--- config.mk ---
export PLATFORM = sky130hd
export DESIGN_NAME = mdu_div_arbiter_flat
export DESIGN_NICKNAME = d
export VERILOG_FILES = /design/src/rtl/mdu_pkg.sv /design/src/rtl/mdu_div_arbiter_if.sv /design/src/rtl/mdu_prio_grant.sv /design/src/rtl/mdu_div_arbiter.sv /design/src/flat_wrapper.sv
export SDC_FILE = /design/constraint.sdc
export NUM_CORES = 1
export LEC_CHECK = 0
export ABC_CLOCK_PERIOD_IN_PS = 1700
export CORE_ASPECT_RATIO = 1.5
export CORE_MARGIN = 4
export CORE_UTILIZATION = 36
export DETAILED_ROUTE_END_ITERATION = 12
export PLACE_DENSITY = 0.85
export SETUP_SLACK_MARGIN = 0.05
export SLEW_MARGIN = 20
export SYNTH_ARGS = -nofsm -noshare
export SYNTH_HDL_FRONTEND = slang
export SYNTH_SLANG_ARGS = --single-unit
--- constraint.sdc ---
create_clock -name clk -period 1.7 [get_ports clk]
set_input_delay 0.34 -clock clk [delete_from_list [all_inputs] [get_ports clk]]
set_output_delay 0.34 -clock clk [all_outputs]
set_load 0.02 [all_outputs]
--- src/rtl/mdu_pkg.sv ---
// Shared MDU types: divider-arbiter FSM states, the latched request record
// and the defined divide-by-zero result.
package mdu_pkg;

    typedef enum logic [1:0] {
        IDLE,
        ISSUE,
        WAIT,
        DONE
    } div_arb_state_e;

    typedef struct packed {
        logic        sgn;
        logic        is_mod;
        logic [31:0] z;
        logic [31:0] d;
    } div_req_t;

    // Quotient and remainder of x / 0 are both defined as zero here.
    localparam logic [31:0] DIV_ZERO_RES = 32'h0;

endpackage

--- src/rtl/mdu_div_arbiter_if.sv ---
// Handshake bundle between the divider arbiter (master) and the shared
// iterative divider (slave).
interface mdu_div_arbiter_if;

    logic        div_valid_o;
    logic        div_ready_i;
    logic        div_signed_o;
    logic [31:0] div_z_o;
    logic [31:0] div_d_o;
    logic        div_res_valid_i;
    logic        div_res_ready_o;
    logic [31:0] div_q_i;
    logic [31:0] div_s_i;
    logic        div_kill_o;

    modport master (
        output div_valid_o, div_signed_o, div_z_o, div_d_o,
               div_res_ready_o, div_kill_o,
        input  div_ready_i, div_res_valid_i, div_q_i, div_s_i
    );

    modport slave (
        input  div_valid_o, div_signed_o, div_z_o, div_d_o,
               div_res_ready_o, div_kill_o,
        output div_ready_i, div_res_valid_i, div_q_i, div_s_i
    );

endinterface

--- src/rtl/mdu_prio_grant.sv ---
// Fixed-priority grant: the lowest set request bit wins. Produces both a
// one-hot grant vector and its encoded index.
module mdu_prio_grant #(
    parameter int N     = 2,
    parameter int IDX_W = 1
) (
    input  logic [N-1:0]     req,
    output logic [N-1:0]     gnt,
    output logic [IDX_W-1:0] idx
);

    // Scan from the top down so the lowest requesting index is written last.
    // NOTE: every output gets a default before the loop, otherwise a
    // combinational block with conditional writes infers latches.
    always_comb begin
        gnt = '0;
        idx = '0;
        for (int i = N - 1; i >= 0; i--) begin
            if (req[i]) begin
                gnt    = '0;
                gnt[i] = 1'b1;
                idx    = IDX_W'(i);
            end
        end
    end

endmodule

--- src/rtl/mdu_div_arbiter.sv ---
// Shares one external iterative divider between the issue pipes: arbitrates,
// registers operands, sequences the divider handshakes, short-circuits
// divide-by-zero, returns the result to the owning pipe and kills the
// divider when the owner is flushed.
module mdu_div_arbiter
    import mdu_pkg::*;
#(
    parameter int PIPE_NUM = 2
) (
    input  logic                     clk,
    input  logic                     rst,
    input  logic [PIPE_NUM-1:0]      req_valid_i,
    input  logic [PIPE_NUM-1:0]      req_signed_i,
    input  logic [PIPE_NUM-1:0]      req_is_mod_i,
    input  logic [PIPE_NUM-1:0][31:0] req_z_i,
    input  logic [PIPE_NUM-1:0][31:0] req_d_i,
    input  logic [PIPE_NUM-1:0]      stall_i,
    input  logic [PIPE_NUM-1:0]      flush_i,
    output logic [PIPE_NUM-1:0]      busy_o,
    output logic [PIPE_NUM-1:0]      res_valid_o,
    output logic [31:0]              res_o,
    mdu_div_arbiter_if.master        div
);

    localparam int OWNER_W = (PIPE_NUM > 1) ? $clog2(PIPE_NUM) : 1;

    div_arb_state_e       state_q, state_d;
    logic [OWNER_W-1:0]   owner_q;
    div_req_t             req_q;
    logic [31:0]          res_q;
    logic                 kill_q, kill_d;

    logic [PIPE_NUM-1:0]  gnt;
    logic [OWNER_W-1:0]   gnt_idx;
    logic                 gnt_any;
    logic                 gnt_d_zero;
    logic                 owner_flush;
    logic                 load, capture;
    logic                 div_valid, div_res_ready, in_flight;

    // A pipe being flushed this cycle cannot win arbitration.
    mdu_prio_grant #(
        .N     (PIPE_NUM),
        .IDX_W (OWNER_W)
    ) u_grant (
        .req (req_valid_i & ~flush_i),
        .gnt (gnt),
        .idx (gnt_idx)
    );

    assign gnt_any     = |gnt;
    assign gnt_d_zero  = (req_d_i[gnt_idx] == 32'h0);
    assign owner_flush = flush_i[owner_q];
    assign in_flight   = (state_q == ISSUE) || (state_q == WAIT);

    // Next-state and per-state outputs; owner flush overrides everything.
    always_comb begin
        state_d       = state_q;
        load          = 1'b0;
        capture       = 1'b0;
        kill_d        = 1'b0;
        div_valid     = 1'b0;
        div_res_ready = 1'b0;
        res_valid_o   = '0;
        res_o         = '0;
        case (state_q)
            IDLE: begin
                if (gnt_any) begin
                    load    = 1'b1;
                    state_d = gnt_d_zero ? DONE : ISSUE;
                end
            end
            ISSUE: begin
                if (owner_flush) begin
                    state_d = IDLE;
                    kill_d  = 1'b1;
                end else begin
                    div_valid = 1'b1;
                    if (div.div_ready_i) state_d = WAIT;
                end
            end
            WAIT: begin
                if (owner_flush) begin
                    state_d = IDLE;
                    kill_d  = 1'b1;
                end else begin
                    div_res_ready = 1'b1;
                    if (div.div_res_valid_i) begin
                        capture = 1'b1;
                        state_d = DONE;
                    end
                end
            end
            DONE: begin
                if (owner_flush) begin
                    state_d = IDLE;
                end else begin
                    res_valid_o[owner_q] = 1'b1;
                    res_o                = res_q;
                    if (!stall_i[owner_q]) state_d = IDLE;
                end
            end
            default: state_d = IDLE;
        endcase
    end

    // State, owner, operand and result registers.
    // NOTE: state is written with <= so every register samples the
    // pre-edge values, independent of statement order.
    // NOTE: operands and result are reset too, so the divider-facing outputs
    // and res_o start from a known zero rather than X.
    always_ff @(posedge clk) begin
        if (rst) begin
            state_q <= IDLE;
            owner_q <= '0;
            req_q   <= '0;
            res_q   <= '0;
            kill_q  <= 1'b0;
        end else begin
            state_q <= state_d;
            kill_q  <= kill_d;
            if (load) begin
                owner_q      <= gnt_idx;
                req_q.sgn    <= req_signed_i[gnt_idx];
                req_q.is_mod <= req_is_mod_i[gnt_idx];
                req_q.z      <= req_z_i[gnt_idx];
                req_q.d      <= req_d_i[gnt_idx];
                if (gnt_d_zero) res_q <= DIV_ZERO_RES;
            end
            if (capture) begin
                res_q <= req_q.is_mod ? div.div_s_i : div.div_q_i;
            end
        end
    end

    // Stall every active pipe except the owner once its result is ready.
    always_comb begin
        busy_o = req_valid_i & ~flush_i;
        if (state_q == DONE) busy_o[owner_q] = 1'b0;
    end

    assign div.div_valid_o     = div_valid;
    assign div.div_res_ready_o = div_res_ready;
    assign div.div_kill_o      = kill_q;
    assign div.div_signed_o    = req_q.sgn & in_flight;
    assign div.div_z_o         = req_q.z & {32{in_flight}};
    assign div.div_d_o         = req_q.d & {32{in_flight}};

    a_res_onehot : assert property (@(posedge clk) disable iff (rst)
        $onehot0(res_valid_o));
    a_hs_exclusive : assert property (@(posedge clk) disable iff (rst)
        !(div.div_valid_o && div.div_res_ready_o));
    a_kill_single : assert property (@(posedge clk) disable iff (rst)
        div.div_kill_o |=> !div.div_kill_o);

endmodule

--- src/flat_wrapper.sv ---
// flat-port wrapper written by rule: the top's interface ports become plain ports
module mdu_div_arbiter_flat import mdu_pkg::*;
#(
    parameter int PIPE_NUM = 2
)
  (clk, rst, req_valid_i, req_signed_i, req_is_mod_i, req_z_i, req_d_i, stall_i, flush_i, busy_o, res_valid_o, res_o, div_div_valid_o, div_div_signed_o, div_div_z_o, div_div_d_o, div_div_res_ready_o, div_div_kill_o, div_div_ready_i, div_div_res_valid_i, div_div_q_i, div_div_s_i);
  mdu_div_arbiter_if div_i ();
  input  logic clk;
  input  logic rst;
  input  logic [PIPE_NUM-1:0] req_valid_i;
  input  logic [PIPE_NUM-1:0] req_signed_i;
  input  logic [PIPE_NUM-1:0] req_is_mod_i;
  input  logic [PIPE_NUM-1:0][31:0] req_z_i;
  input  logic [PIPE_NUM-1:0][31:0] req_d_i;
  input  logic [PIPE_NUM-1:0] stall_i;
  input  logic [PIPE_NUM-1:0] flush_i;
  output logic [PIPE_NUM-1:0] busy_o;
  output logic [PIPE_NUM-1:0] res_valid_o;
  output logic [31:0] res_o;
  output wire logic [$bits(div_i.div_valid_o)-1:0] div_div_valid_o;
  output wire logic [$bits(div_i.div_signed_o)-1:0] div_div_signed_o;
  output wire logic [$bits(div_i.div_z_o)-1:0] div_div_z_o;
  output wire logic [$bits(div_i.div_d_o)-1:0] div_div_d_o;
  output wire logic [$bits(div_i.div_res_ready_o)-1:0] div_div_res_ready_o;
  output wire logic [$bits(div_i.div_kill_o)-1:0] div_div_kill_o;
  input wire logic [$bits(div_i.div_ready_i)-1:0] div_div_ready_i;
  input wire logic [$bits(div_i.div_res_valid_i)-1:0] div_div_res_valid_i;
  input wire logic [$bits(div_i.div_q_i)-1:0] div_div_q_i;
  input wire logic [$bits(div_i.div_s_i)-1:0] div_div_s_i;
  assign div_div_valid_o = div_i.div_valid_o;
  assign div_div_signed_o = div_i.div_signed_o;
  assign div_div_z_o = div_i.div_z_o;
  assign div_div_d_o = div_i.div_d_o;
  assign div_div_res_ready_o = div_i.div_res_ready_o;
  assign div_div_kill_o = div_i.div_kill_o;
  assign div_i.div_ready_i = div_div_ready_i;
  assign div_i.div_res_valid_i = div_div_res_valid_i;
  assign div_i.div_q_i = div_div_q_i;
  assign div_i.div_s_i = div_div_s_i;
  mdu_div_arbiter #(.PIPE_NUM(PIPE_NUM)) u_core (.clk(clk), .rst(rst), .req_valid_i(req_valid_i), .req_signed_i(req_signed_i), .req_is_mod_i(req_is_mod_i), .req_z_i(req_z_i), .req_d_i(req_d_i), .stall_i(stall_i), .flush_i(flush_i), .busy_o(busy_o), .res_valid_o(res_valid_o), .res_o(res_o), .div(div_i));
endmodule
==> impl_table.tex, run 1 <==
\begin{tabular}{lr}
\hline
Metric & Value \\
\hline
\multicolumn{2}{l}{\textbf{Route}} \\
\quad Total wire length after detailed routing & 31.4 mm \\
\quad Routed vias/inst & 5.77 \\
\quad DRC violation count after routing & 0 \\
\quad Detail-routed net length per standard cell & 24.7 um \\
\quad Starting DRT DRC Count & 506 \\
\quad Number of nets still failing antenna checks after routing & 0 \\
\quad DR vias & 7339 \\
\quad Pre-Repair DR Iteration Count & 5 \\
\multicolumn{2}{l}{\textbf{Clocking}} \\
\quad Clock Tree Buf Depth & 2 \\
\quad Clock latency on the worst-skew pair & 0.34 ns \\
\quad H-tree lvl count & 3 \\
\quad Clock input transition at the sequential cells of the worst setup and hold paths & 0.08 ns \\
\quad Cell at the root of the clock tree & clkbuf\_16 \\
\quad TritonCTS clock tree & done \\
\quad TritonCTS buffer count & 9 \\
\quad Post-CTS Hold Fix Bufs & 0 \\
\quad Clk sinks & 102 \\
\multicolumn{2}{l}{\textbf{Critical path}} \\
\quad Critical path capture point type & flop \\
\quad CP max FO & 8 \\
\quad Startpoint-to-endpoint class of the critical path & flop to flop \\
\quad Arrival time reported for the critical path endpoint & 2.39 ns \\
\quad Required arrival time at the worst endpoint & 1.97 ns \\
\quad Startpoint Class & flop \\
\quad Cell depth of the worst flop-to-flop path & 10 \\
\multicolumn{2}{l}{\textbf{Floorplanning}} \\
\quad Width of the die & 111 um \\
\quad Std cell rows & 56 \\
\quad Total core area & 0.0156 mm2 \\
\quad Top-Level Pins & 310 \\
\quad Die height & 162 um \\
\quad Total die area & 0.0179 mm2 \\
\quad Starting density of the core & 36.5\% \\
\multicolumn{2}{l}{\textbf{Synth}} \\
\quad Number of synthesized register bits & 102 \\
\quad Number of flops mapped to enable cells by yosys & 0 \\
\quad Yosys top cell area share & 36.0\% \\
\quad Dominant cells by area after synthesis & dfxtp\_1, mux2i\_1, a211oi\_1, and2\_1, nor2\_1 \\
\quad Post-synth net total & 898 \\
\quad Cell type contributing the most total cell area after synthesis & dfxtp\_1 \\
\quad Part of the Yosys area used for sequential elements & 36.0\% \\
\quad Post-synthesis async set-or-reset flop share & 0\% \\
\quad Main flop type after synthesis & dfxtp\_1 \\
\quad Synthesized area & 0.00568 mm2 \\
\quad Synth cell types & 34 \\
\quad Number of synthesis warnings & 0 \\
\quad Number of standard cells after synthesis & 688 \\
\quad Mean cell area of the mapped netlist & 8.25 um2 \\
\quad Most common library cells after synthesis & dfxtp\_1, nor2\_1, mux2i\_1 \\
\multicolumn{2}{l}{\textbf{Hold path}} \\
\quad Worst hold path type & input port to flop \\
\quad Hold depth & 3 \\
\multicolumn{2}{l}{\textbf{STA}} \\
\quad Number of pins exceeding their max-slew limit in the final report & 0 \\
\quad Count of endpoints failing setup in the final report & 136 \\
\quad Actual transition at the worst max-transition pin & 0.430 ns \\
\quad Clk\_skew & 0.00849 ns \\
\quad Slew Limit Headroom & 70.5\% \\
\quad Final clock period utilization by the worst path & 125\% \\
\quad Minimum clock period & 2.12 ns \\
\quad Final Hold Vio Count & 0 \\
\quad RSZ-0062 raised after global routing & true \\
\quad Final worst-path setup slack & -0.422 ns \\
\quad Maximum achievable frequency & 471 MHz \\
\multicolumn{2}{l}{\textbf{Power}} \\
\quad Part of the power in the clock network & 14.9\% \\
\quad Largest voltage drop on the vdd net & 0.813 mV \\
\quad Sequential power share & 24.2\% \\
\quad Lkg Pwr & 0.00519 uW \\
\quad Power dissipated by switching net loads & 5750 uW \\
\quad Switch share & 38.8\% \\
\quad Logic pwr share & 60.9\% \\
\quad Overall power of the completed layout & 14800 uW \\
\quad Design internal power & 9060 uW \\
\quad Pwr dens & 1200 mW/mm2 \\
\multicolumn{2}{l}{\textbf{Placement}} \\
\quad Number of input and output port buffers inserted & 309 \\
\quad Post-DP HPWL & 15.8 mm \\
\quad Placer Congestion & 0.895 \\
\quad Placement-stage worst setup slack & -0.734 ns \\
\multicolumn{2}{l}{\textbf{GRT}} \\
\quad Largest net degree at the start of global routing & 64 \\
\quad Global route hottest layer & met2 \\
\quad GR Layer Usage met2 & 52.9\% \\
\quad First-pass GRT wire length & 40.2 mm \\
\quad Aggregate global routing overflow & 0 \\
\quad Number of global-route vias before repair & 7272 \\
\quad Met3 usage & 5.40\% \\
\quad Antenna violations before repair & 1 \\
\quad Overall global routing resource usage & 28.0\% \\
\quad Grt met1 use & 29.0\% \\
\multicolumn{2}{l}{\textbf{Finish}} \\
\quad Area growth from synthesis to layout & 118\% \\
\quad Number of nets in the layout & 1274 \\
\quad Fraction of final layout cells sized beyond drive strength 1 & 48.8\% \\
\multicolumn{2}{l}{\textbf{Status}} \\
\quad Violated checks & setup timing \\
\quad Status & finished with violations \\
\multicolumn{2}{l}{\textbf{Job}} \\
\quad Number of max-capacitance violations reported & 0 \\
\hline
\end{tabular}
-- worst max-delay path, stage by stage (launching register included) --
cell and delay (ns):
dfxtp_4 0.39, mux2i_4 0.34, buf_12 0.19, buf_16 0.13, buf_4 0.13, nand4b_1 0.13
buf_4 0.19, clkbuf_16 0.18, nor2_1 0.17, a31oi_2 0.07, o21ai_1 0.12
-- per-layer routing --
layer / vias to the layer above / share of wire, %
li1: 3249 / -
met1: 3528 / 34
met2: 421 / 53
met3: 141 / 6.3
met4: 0 / 6.5
met5: - / 0
-- final cells by class --
class | instances | area, um2
clock inverters | 4 | 55.1
inverters | 6 | 33.8
repair buffers | 429 | 5010
multi-input cells | 516 | 4710
flip-flops and latches | 102 | 2050
diodes | 1 | 2.50
well taps | 203 | 254
clock buffers | 12 | 256
fillers | 865 | 3180
-- sequential cells by signal, indices dropped and copies added, names as in the netlist --
| signal | flops |
|---|---|
| u_core.state_q | 2 |
| u_core.owner_q | 1 |
| u_core.req_q | 66 |
| u_core.res_q | 32 |
| u_core.div.div_kill_o | 1 |
-- metrics by stage --
step           utilization (%)  hold slack [ns]  cells  cell area, um2  setup TNS, ns
4_1_cts                   72.1            0.323   1251           11200         -27.91
6_report                  79.5            0.341   1273           12400         -40.17
5_1_grt                   79.5            0.353   1273           12400         -44.60
3_3_place_gp              60.8            0.445   1189            9460        -109.30
2_1_floorplan                -            0.437    688            5760          -1.40
3_5_place_dp              60.8            0.456   1189            9460        -112.60
-- cell families after synthesis --
family / share of synthesized area, %
simple gates: 23.6
compound gates: 16.8
flops: 36.0
mux: 17.6
buf+inv: 5.09
fa+ha+maj: 0.882
-- repair_timing --
action,4_1_cts,5_1_grt
setup endpoints to repair,204,203
resized for setup,909,200
buffers inserted,23,17
endpoints found under the hold margin,0,0
gates cloned,23,12
pin swaps,75,94
-- path summary, 6_finish.rpt --
check,startpoint,to,slack (ns)
setup reg to reg,u_core.owner_q$_SDFFE_PP0P_,u_core.res_q[7]$_SDFFE_PP0P_,-0.42
setup / recovery,u_core.owner_q$_SDFFE_PP0P_,u_core.res_q[7]$_SDFFE_PP0P_,-0.42
hold / removal,req_d_i[41],u_core.req_q[9]$_SDFFE_PP0P_,0.34
hold reg to reg,u_core.req_q[59]$_SDFFE_PP0P_,u_core.req_q[59]$_SDFFE_PP0P_,0.50
-- power groups by stage --
stage | clock, uW | combinational (uW) | sequential, uW
final | 2200 | 9020 | 3580
after global routing | 2310 | 9400 | 3620
after CTS | 2200 | 7410 | 3390
after detailed placement | 0 | 5040 | 3380
after global placement | 0 | 4960 | 3340
after floorplan | 0 | 2740 | 3270
-- layout by cell type (no fill, tap or decap), types with 7 or more instances in the layout --
cell type | netlist | routed
clkdlybuf4s50_1 | 0 | 169
buf_6 | 0 | 125
dfxtp_1 | 102 | 98
mux2i_1 | 100 | 97
nor2_1 | 102 | 69
and2_4 | 0 | 67
buf_4 | 1 | 45
a211oi_1 | 66 | 39
and3_4 | 0 | 29
a211oi_2 | 1 | 28
buf_12 | 0 | 28
nor2_2 | 0 | 24
a31oi_4 | 0 | 22
o21ai_1 | 7 | 22
clkbuf_16 | 0 | 20
buf_16 | 0 | 18
nand2_1 | 38 | 16
buf_2 | 15 | 16
nand2_2 | 0 | 11
nand2_4 | 0 | 11
o21ai_2 | 1 | 10
nor2_4 | 0 | 9
nor4_1 | 16 | 8
a31oi_1 | 32 | 7
Note: power is estimated with default switching activity, not from simulation.
==> inputs of run 2 (changes only) <==
ABC_CLOCK_PERIOD_IN_PS = unset   (was 1700)
MAX_ROUTING_LAYER = met4   (was unset)
==> impl_table.tex, run 2 (synthesis results as in run 1) <==
\begin{tabular}{lr}
\hline
Metric & Value \\
\hline
\multicolumn{2}{l}{\textbf{Critical path}} \\
\quad Critical Path, Cell by Cell & mux2i\_4, buf\_12, buf\_16, and2\_4, buf\_6, a21oi\_4, buf\_6, clkbuf\_16, a31oi\_1, o21ai\_1 \\
\quad Required arrival time at the worst endpoint & 1.92 ns \\
\quad Most prevalent standard cell on the critical path & buf\_6 \\
\quad Critical path capture point type & flop \\
\quad Slowest library cell on the worst path & dfxtp\_4 \\
\quad Arrival time reported for the critical path endpoint & 2.25 ns \\
\quad Longest individual stage delay on the worst path & 0.37 ns \\
\quad CP max FO & 11 \\
\quad Startpoint-to-endpoint class of the critical path & flop to flop \\
\quad Startpoint Class & flop \\
\multicolumn{2}{l}{\textbf{Hold path}} \\
\quad Worst hold path type & input port to flop \\
\multicolumn{2}{l}{\textbf{Clocking}} \\
\quad TritonCTS clock tree & done \\
\quad TritonCTS buffer count & 9 \\
\quad Clock Tree Buf Depth & 2 \\
\quad Post-CTS Hold Fix Bufs & 0 \\
\quad Clk sinks & 102 \\
\quad Cell at the root of the clock tree & clkbuf\_16 \\
\quad H-tree lvl count & 3 \\
\quad Clock latency on the worst-skew pair & 0.35 ns \\
\quad Clock input transition at the sequential cells of the worst setup and hold paths & 0.07 ns \\
\multicolumn{2}{l}{\textbf{STA}} \\
\quad Final Hold Vio Count & 0 \\
\quad RSZ-0062 raised after global routing & true \\
\quad Clk\_skew & 0.0166 ns \\
\quad Slew Limit Headroom & 56.3\% \\
\quad Final clock period utilization by the worst path & 120\% \\
\quad Actual transition at the worst max-transition pin & 0.656 ns \\
\quad Number of pins exceeding their max-slew limit in the final report & 0 \\
\quad Maximum achievable frequency & 492 MHz \\
\quad Minimum clock period & 2.03 ns \\
\quad Hold Slack & 0.348 ns \\
\quad Final worst-path setup slack & -0.333 ns \\
\quad Final TNS setup & -30.18 ns \\
\quad Count of endpoints failing setup in the final report & 136 \\
\multicolumn{2}{l}{\textbf{Finish}} \\
\quad Filler cell count & 979 \\
\quad Number of nets in the layout & 1282 \\
\quad Antenna fix cells & 0 \\
\quad Area of the multi-input gates & 0.00429 mm2 \\
\quad Most common library cell in the layout ignoring fill and taps & clkdlybuf4s50\_1 \\
\quad Flip-flop and latch area & 0.00205 mm2 \\
\quad Commonest non-fill, non-tap cells in the layout & clkdlybuf4s50\_1, buf\_6, dfxtp\_1 \\
\quad Number of flip-flops under the largest register name & 66 \\
\quad Fraction of final layout cells sized beyond drive strength 1 & 43.5\% \\
\quad Registers with the most flip-flops & u\_core.req\_q (66), u\_core.res\_q (32), u\_core.state\_q (2) \\
\quad Largest reg by FF count & u\_core.req\_q \\
\quad Area growth from synthesis to layout & 110\% \\
\multicolumn{2}{l}{\textbf{Floorplanning}} \\
\quad Total die area & 0.0179 mm2 \\
\quad Top-Level Pins & 310 \\
\quad Total core area & 0.0156 mm2 \\
\quad Starting density of the core & 36.5\% \\
\quad Die height & 162 um \\
\quad Std cell rows & 56 \\
\quad Width of the die & 111 um \\
\multicolumn{2}{l}{\textbf{GRT}} \\
\quad Antenna violations before repair & 0 \\
\quad First-pass GRT wire length & 34.9 mm \\
\quad Aggregate global routing overflow & 0 \\
\quad Largest net degree at the start of global routing & 69 \\
\quad Overall global routing resource usage & 24.7\% \\
\quad Number of global-route vias before repair & 6498 \\
\multicolumn{2}{l}{\textbf{Job}} \\
\quad Number of max-capacitance violations reported & 0 \\
\multicolumn{2}{l}{\textbf{Route}} \\
\quad DRC violation count after routing & 0 \\
\quad DR vias & 7110 \\
\quad Detail-routed net length per standard cell & 22.1 um \\
\quad Pre-Repair DR Iteration Count & 5 \\
\quad Routed vias/inst & 5.55 \\
\quad Number of nets still failing antenna checks after routing & 0 \\
\quad Starting DRT DRC Count & 345 \\
\quad Total wire length after detailed routing & 28.3 mm \\
\multicolumn{2}{l}{\textbf{Placement}} \\
\quad Placer Congestion & 0.909 \\
\quad Number of input and output port buffers inserted & 309 \\
\quad Placement-stage worst setup slack & -0.711 ns \\
\quad Post-DP HPWL & 15.7 mm \\
\multicolumn{2}{l}{\textbf{Status}} \\
\quad Status & finished with violations \\
\quad Violated checks & setup timing \\
\multicolumn{2}{l}{\textbf{Power}} \\
\quad Lkg Pwr & 0.00503 uW \\
\quad Overall power of the completed layout & 14200 uW \\
\quad Largest voltage drop on the vdd net & 0.700 mV \\
\quad Pwr dens & 1190 mW/mm2 \\
\hline
\end{tabular}
run 2: worst paths after layout:
check	depth (start not counted)	slack [ns]	startpoint	endpoint
setup reg to reg	10	-0.33	u_core.owner_q$_SDFFE_PP0P_	u_core.res_q[19]$_SDFFE_PP0P_
setup / recovery	10	-0.33	u_core.owner_q$_SDFFE_PP0P_	u_core.res_q[19]$_SDFFE_PP0P_
hold reg to reg	2	0.48	u_core.res_q[2]$_SDFFE_PP0P_	u_core.res_q[2]$_SDFFE_PP0P_
hold / removal	3	0.35	req_d_i[44]	u_core.req_q[12]$_SDFFE_PP0P_
run 2: layer usage:
| metal | part of all wire, % | global-route usage, % |
|---|---|---|
| met4 | 5.2 | 8.96 |
| met5 | 0 | - |
| met3 | 5.2 | 4.88 |
| met1 | 37 | 26.3 |
| met2 | 53 | 45.3 |
run 2: repair_timing:
item,4_1_cts,5_1_grt
gates cloned,12,22
setup endpoints to repair,204,203
buffers inserted,14,27
gates resized for setup,810,184
pin swaps,73,71
run 2: cell type report:
| cell class | instances | area share [%] |
|---|---|---|
| timing repair buffer | 437 | 42.0 |
| clock buffer | 11 | 2.04 |
| clock inverter | 5 | 0.336 |
| tap | 203 | 2.13 |
| sequential | 102 | 17.3 |
| multi-input combinational | 516 | 36.0 |
| inverter | 6 | 0.284 |
run 2: per-stage QoR:
step | instances | utilization (%) | cell area [um2]
after floorplan | 688 | - | 5760
after global placement | 1191 | 60.9 | 9470
after detailed placement | 1191 | 60.9 | 9470
after CTS | 1233 | 68.1 | 10600
after global routing | 1280 | 76.6 | 11900
final | 1280 | 76.6 | 11900
run 2: power breakdown:
group	internal (uW)	switching [uW]	total (uW)
logic	4700	3950	8650
clock network	1050	982	2040
registers	3020	476	3490
total	8780	5400	14200
run 2: worst max-delay path: cells and delay by family (launching register included):
kind / cells / cell delay, ns
AO/OA/AOI/OAI: 3 / 0.41
buffers and inverters: 5 / 0.72
flip-flops: 1 / 0.37
multiplexers: 1 / 0.25
AND/OR/NAND/NOR: 1 / 0.15
